File: src/rtl/palette_sequencer.sv
// Palette sequencer: drives the 8-bit palette select for the palette lookup.
// It auto-steps every HOLD_FRAMES frame_ticks, in wrap or ping-pong order.
// It also accepts host palette switches over a valid/ready handshake.
// Every id change lands on a frame_tick, so a palette never changes mid-frame.
// Optional crossfade outputs (next_color_id, blend) are built only when
// the macro PALETTE_SEQ_FADE_EN is defined.
module palette_sequencer #(
    parameter int unsigned NUM_PALETTES = 3,
    parameter int unsigned HOLD_FRAMES  = 60,
    parameter int unsigned CNT_W        = $clog2(HOLD_FRAMES + 1)
) (
    input  logic       clk,
    input  logic       rst_n,
    input  logic       frame_tick,
    input  logic       auto_en,
    input  logic       pingpong,
    input  logic       req_valid,
    input  logic [7:0] req_id,
    output logic       req_ready,
    output logic       req_err,
    output logic [7:0] color_id,
`ifdef PALETTE_SEQ_FADE_EN
    output logic [7:0] next_color_id,
    output logic [3:0] blend,
`endif
    output logic       id_changed
);

    localparam int unsigned ID_W = 8;
    localparam logic [ID_W-1:0]  LAST_ID  = ID_W'(NUM_PALETTES - 1);
    localparam logic [CNT_W-1:0] CNT_LAST = CNT_W'(HOLD_FRAMES - 1);

    typedef enum logic {
        S_IDLE = 1'b0,
        S_RUN  = 1'b1
    } state_t;

    state_t          state_q, state_d;
    logic [CNT_W-1:0] cnt_q, cnt_d;
    logic            dir_down_q, dir_down_d;
    logic            pend_q, pend_d;
    logic [ID_W-1:0] pend_id_q, pend_id_d;
    logic [ID_W-1:0] color_q, color_d;
    logic            changed_q, changed_d;
    logic            err_q, err_d;
    logic            ready_q, ready_d;

    logic [ID_W-1:0] adv_id;
    logic            adv_down;
    logic            accept;
    logic            in_range;

    // Id and direction the next auto-advance would produce
    always_comb begin
        adv_id   = color_q;
        adv_down = dir_down_q;
        if (NUM_PALETTES == 1) begin
            adv_id = '0;
        end else if (!pingpong) begin
            adv_id = (color_q >= LAST_ID) ? '0 : color_q + ID_W'(1);
        end else if (!dir_down_q) begin
            if (color_q >= LAST_ID) begin
                adv_down = 1'b1;
                adv_id   = LAST_ID - ID_W'(1);
            end else begin
                adv_id = color_q + ID_W'(1);
            end
        end else begin
            if (color_q == '0) begin
                adv_down = 1'b0;
                adv_id   = ID_W'(1);
            end else begin
                adv_id = color_q - ID_W'(1);
            end
        end
    end

    // Next-state, counter, handshake and output logic
    always_comb begin
        state_d    = state_q;
        cnt_d      = cnt_q;
        dir_down_d = dir_down_q;
        pend_d     = pend_q;
        pend_id_d  = pend_id_q;
        color_d    = color_q;
        err_d      = 1'b0;
        accept     = req_valid & ready_q;
        in_range   = {1'b0, req_id} < 9'(NUM_PALETTES);

        unique case (state_q)
            S_IDLE:  if (auto_en)  state_d = S_RUN;
            S_RUN:   if (!auto_en) state_d = S_IDLE;
            default: state_d = S_IDLE;
        endcase

        // A pending request beats an auto-advance due on the same tick
        if (frame_tick && pend_q) begin
            color_d = pend_id_q;
            pend_d  = 1'b0;
            cnt_d   = '0;
        end else if (frame_tick && (state_q == S_RUN) && (state_d == S_RUN)) begin
            if (cnt_q == CNT_LAST) begin
                cnt_d      = '0;
                color_d    = adv_id;
                dir_down_d = adv_down;
            end else begin
                cnt_d = cnt_q + CNT_W'(1);
            end
        end

        if (state_d != state_q) begin
            cnt_d = '0;
        end

        // Accepted requests are applied no earlier than the following tick
        if (accept) begin
            if (in_range) begin
                pend_d    = 1'b1;
                pend_id_d = req_id;
            end else begin
                err_d = 1'b1;
            end
        end

        ready_d   = ~pend_d;
        changed_d = (color_d != color_q);
    end

    // State and output registers
    always_ff @(posedge clk or negedge rst_n) begin
        if (!rst_n) begin
            state_q    <= S_IDLE;
            cnt_q      <= '0;
            dir_down_q <= 1'b0;
            pend_q     <= 1'b0;
            pend_id_q  <= '0;
            color_q    <= '0;
            changed_q  <= 1'b0;
            err_q      <= 1'b0;
            ready_q    <= 1'b1;
        end else begin
            state_q    <= state_d;
            cnt_q      <= cnt_d;
            dir_down_q <= dir_down_d;
            pend_q     <= pend_d;
            pend_id_q  <= pend_id_d;
            color_q    <= color_d;
            changed_q  <= changed_d;
            err_q      <= err_d;
            ready_q    <= ready_d;
        end
    end

    assign color_id   = color_q;
    assign id_changed = changed_q;
    assign req_err    = err_q;
    assign req_ready  = ready_q;

`ifdef PALETTE_SEQ_FADE_EN
    localparam logic [CNT_W-1:0] FADE_START =
        (HOLD_FRAMES > 16) ? CNT_W'(HOLD_FRAMES - 16) : '0;

    logic [3:0] blend_q, blend_d;
    logic       live_q;

    // Crossfade ramp over the last 16 frames of a hold period
    always_comb begin
        blend_d = blend_q;
        if ((state_d != S_RUN) || (color_d != color_q)) begin
            blend_d = '0;
        end else if (frame_tick && (state_q == S_RUN) &&
                     (cnt_q >= FADE_START) && (blend_q != 4'hF)) begin
            blend_d = blend_q + 4'd1;
        end
    end

    // Fade registers; live_q holds next_color_id at zero while in reset
    always_ff @(posedge clk or negedge rst_n) begin
        if (!rst_n) begin
            blend_q <= '0;
            live_q  <= 1'b0;
        end else begin
            blend_q <= blend_d;
            live_q  <= 1'b1;
        end
    end

    assign blend         = blend_q;
    assign next_color_id = live_q ? adv_id : '0;
`endif

endmodule

File: config.mk
export PLATFORM = sky130hd
export DESIGN_NAME = palette_sequencer
export DESIGN_NICKNAME = d
export VERILOG_FILES = /design/src/rtl/palette_sequencer.sv
export SDC_FILE = /design/constraint.sdc
export NUM_CORES = 1
export LEC_CHECK = 0
export BUFFER_PORTS_ARGS = -buffer_cell sky130_fd_sc_hd__buf_2
export CAP_MARGIN = 0
export CORE_AREA = 8 8 85 106
export DETAILED_ROUTE_END_ITERATION = 7
export DIE_AREA = 0 0 93 114
export HOLD_SLACK_MARGIN = 0.15
export SLEW_MARGIN = 15
export SYNTH_ARGS = -nofsm -noshare
export SYNTH_HDL_FRONTEND = slang
export SYNTH_SLANG_ARGS = --single-unit
File: constraint.sdc
create_clock -name clk -period 2.4 [get_ports clk]
set_clock_uncertainty 0.2 [all_clocks]
set_input_delay 0.24 -clock clk [delete_from_list [all_inputs] [get_ports clk]]
set_output_delay 0.24 -clock clk [all_outputs]
set_load 0.02 [all_outputs]
==> results.py <==
metrics = {
    "setup_path": {
        "cpPeakStageDelay_ns": 0.52,
        "crit_type": "in -> reg",
        "end_kind": "flip-flop",
        "path_common_cell": "and3_1",
        "path_cells": "dlygate4sd3_1 > buf_2 > and3_1 > and3_1 > o21ai_0 > a221oi_1 > nor2_1",
        "required_ns": 2.37,
        "startpoint_type": "input pin",
        "timing.rr.start": "color_id[2]$_DFF_PN0_",
        "worstPathMaxFanout": 9,
        "arrival_ns": 2.15,
        "crit_start": "auto_en",
        "cpMaxStageDelayCell": "dlygate4sd3_1",
    },
    "grt": {
        "antenna_found_initial": 0,
        "grt_pass1_wl_um": 6760,
        "globalRouteOverflowTotal": 0,
        "grt.total_usage_pct": 7.69,
        "grt_max_degree": 29,
        "first_global_vias": 1416,
    },
    "placement": {
        "port_buffers": 24,
        "placed_cell_area_mm2": 0.00187,
        "place_hpwl_um": 3020,
        "place_congestion": 0.843,
    },
    "routing": {
        "vias": 1442,
        "routed_wl_um": 4030,
        "ant_nets": 0,
        "drc": 0,
        "dr.pass1.iters": 4,
        "wl_per_cell_um": 13.3,
        "via_per_inst": 4.76,
        "drt_iter0_markers": 57,
    },
    "worst_hold_path": {
        "hold_class": "in -> reg",
        "worstHoldStart": "pingpong",
    },
    "sta": {
        "max_slew.worst_pin.slew_ns": 0.626,
        "fin_crit_sh_pct": 90.8,
        "rsz0062_at_grt": "false",
        "timing.slew.headroom_pct": 58.3,
        "fmax_mhz": 459,
        "drv_slew": 0,
        "post-route-min-period_ns": 2.18,
        "hold_viol_final": 0,
        "setup-tns-final_ns": 0,
        "setup_viol": 0,
    },
    "floorplan": {
        "die_x_um": 93,
        "rows": 35,
        "die_area_mm2": 0.0106,
        "num_io_pins": 25,
        "die_y_um": 114,
        "start_util_pct": 22.6,
        "core_area_mm2": 0.00727,
    },
    "finish": {
        "drive_above_1_share_pct": 19.4,
        "fillers": 808,
        "syn2layout_area_growth_pct": 21.7,
        "nets": 231,
        "fin_area_mm2": 0.00200,
        "n_antenna_cell": 0,
    },
    "yosys": {
        "ys_ff_latch": 28,
        "ys_seq_area_share_pct": 42.8,
        "synthesis.area_mm2": 0.00164,
        "syn_nets": 197,
        "synthCells": 178,
        "yosysUniqueCellTypes": 46,
        "synth.avg_cell_area_um2": 9.22,
        "yosysWarnings": 0,
    },
    "outcome": {
        "status": "finished clean",
    },
    "clock_network": {
        "clk_latency_ns": 0.27,
        "path_clk_slew_ns": 0.10,
        "numCtsBuffers": 3,
        "post_cts_buffers": 0,
        "cts_root_buffer": "clkbuf_8",
        "htreeDepth": 1,
        "cts_tree": "yes",
        "cts-resized-gates": 0,
        "clock_sinks": 28,
        "clockBufferDepth": 2,
    },
    "power_and_ir_drop": {
        "ir_drop_uv": 391,
        "p_leak_nw": 0.863,
        "p_per_area_mw_per_mm2": 542,
    },
    "flow_run": {
        "maxCapViolations": 0,
    },
}
## cells in the mapped netlist, drive strengths merged
| library cell | n | area [um2] |
|---|---|---|
| a32oi | 1 | 8.76 |
| o211ai | 1 | 7.51 |
| nor4b | 2 | 23.8 |
| a22oi | 1 | 7.51 |
| o2bb2ai | 1 | 15.0 |
| o2111ai | 1 | 8.76 |
| clkbuf | 2 | 8.75 |
| inv | 4 | 15.0 |
| xnor2 | 10 | 87.6 |
| a221oi | 1 | 8.76 |
| nor3b | 2 | 15.0 |
| and4b | 1 | 10.0 |
| a21o | 1 | 8.76 |
| a32o | 1 | 10.0 |
| dfstp | 1 | 26.3 |
| mux2i | 1 | 10.0 |
| and2 | 10 | 62.6 |
| nand2 | 18 | 67.6 |
| o22a | 1 | 8.76 |
| nor4 | 2 | 27.5 |
| nand3 | 6 | 30.0 |
| nor3 | 5 | 25.0 |
| dfrtp | 27 | 676 |
| nand4 | 6 | 37.5 |
| a311oi | 1 | 8.76 |
| or4 | 2 | 15.0 |
| mux2 | 2 | 22.5 |
| buf | 5 | 32.5 |
| nor2 | 14 | 52.6 |
| o21ai | 16 | 80.1 |
| or3 | 2 | 17.5 |
| a211oi | 2 | 15.0 |
| o21a | 1 | 7.51 |
| a21oi | 15 | 75.1 |
| ha | 5 | 62.6 |
| and3 | 4 | 25.0 |
| o32ai | 1 | 8.76 |
| a31oi | 1 | 6.26 |
| nor2b | 1 | 6.26 |
## worst max-delay path: cells and delay by family
family                 cells  cell delay, ns
AO/OA/AOI/OAI              2            0.45
buffers and inverters      2            0.65
AND/OR/NAND/NOR            3            0.80
## through the flow
step	hold WS, ns	worst slack [ns]	power, mW	instances	utilization (%)
2_1_floorplan	-0.256	0.132	0.689	178	-
3_3_place_gp	0.103	0.294	0.785	292	25.8
3_5_place_dp	0.0952	0.322	0.787	292	25.8
4_1_cts	0.176	0.230	1.10	303	27.5
5_1_grt	0.219	0.0667	1.14	303	27.5
6_report	0.185	0.222	1.08	303	27.5
## layer usage
metal / vias to the layer above / share of wire, % / global-route usage (%)
li1: 713 / - / -
met1: 693 / 48 / 9.55
met2: 32 / 47 / 12.9
met3: 4 / 4.0 / 1.84
met4: 0 / 0.84 / 1.94
met5: - / 0 / 0
## cell families (layout without fill, tap and decap cells)
logic type | count (synthesis) | count (layout) | share of synthesized area (%)
multiplexers | 3 | 3 | 1.98
adder cells (fa/ha/maj) | 5 | 5 | 3.81
flip-flops | 28 | 28 | 42.8
AND/OR/NAND/NOR | 75 | 75 | 25.3
buffers and inverters | 11 | 44 | 3.43
AO/OA/AOI/OAI | 46 | 46 | 17.4
XOR/XNOR | 10 | 10 | 5.34
## layout by cell type, fill, tap and decap left out, drive strengths merged, types with 4 or more instances in the layout
cell type / n
ha: 5
clkbuf: 4
buf: 29
and2: 10
nor2: 14
a21oi: 15
o21ai: 16
dfrtp: 27
and3: 4
nand4: 6
inv: 4
xnor2: 10
nand2: 18
nor3: 5
dlygate4sd3: 7
nand3: 6
## repair_timing
action / CTS / global route
hold buffers: 7 / 0
endpoints found under the hold margin: 33 / 0
endpoints found under the setup margin: 0 / 0
## power breakdown
| part | total, mW | switching [mW] | internal (mW) |
|---|---|---|---|
| clock network | 0.297 | 0.150 | 0.147 |
| logic | 0.260 | 0.148 | 0.112 |
| registers | 0.527 | 0.0333 | 0.493 |
| total | 1.08 | 0.331 | 0.752 |
## flip-flops by register name, indices dropped and copies added, names as in the netlist
| register | cells |
|---|---|
| pend_id_q | 8 |
| pend_q | 1 |
| dir_down_q | 1 |
| color_id | 8 |
| id_changed | 1 |
| cnt_q | 6 |
| req_ready | 1 |
| state_q | 1 |
| req_err | 1 |
## layout make-up
type / count / area (um2) / share of cell area [%]
flip-flops and latches: 28 / 702 / 35.1
repair buffers: 36 / 228 / 11.4
multi-input cells: 139 / 883 / 44.2
inverters: 4 / 15.0 / 0.751
well taps: 92 / 115 / 5.76
clock buffers: 4 / 55.1 / 2.76
## final timing paths
kind | slack (ns) | cells after the start | endpoint
max in group asynchronous | 1.27 | 2 | color_id[7]$_DFF_PN0_
setup / recovery | 0.22 | 7 | color_id[5]$_DFF_PN0_
hold / removal | 0.18 | 3 | color_id[0]$_DFF_PN0_
min in group asynchronous | 0.32 | 2 | cnt_q[1]$_DFFE_PN0P_
hold reg to reg | 0.34 | 2 | color_id[4]$_DFF_PN0_
setup reg to reg | 0.28 | 5 | color_id[0]$_DFF_PN0_
(Power assumes the default switching activity.)
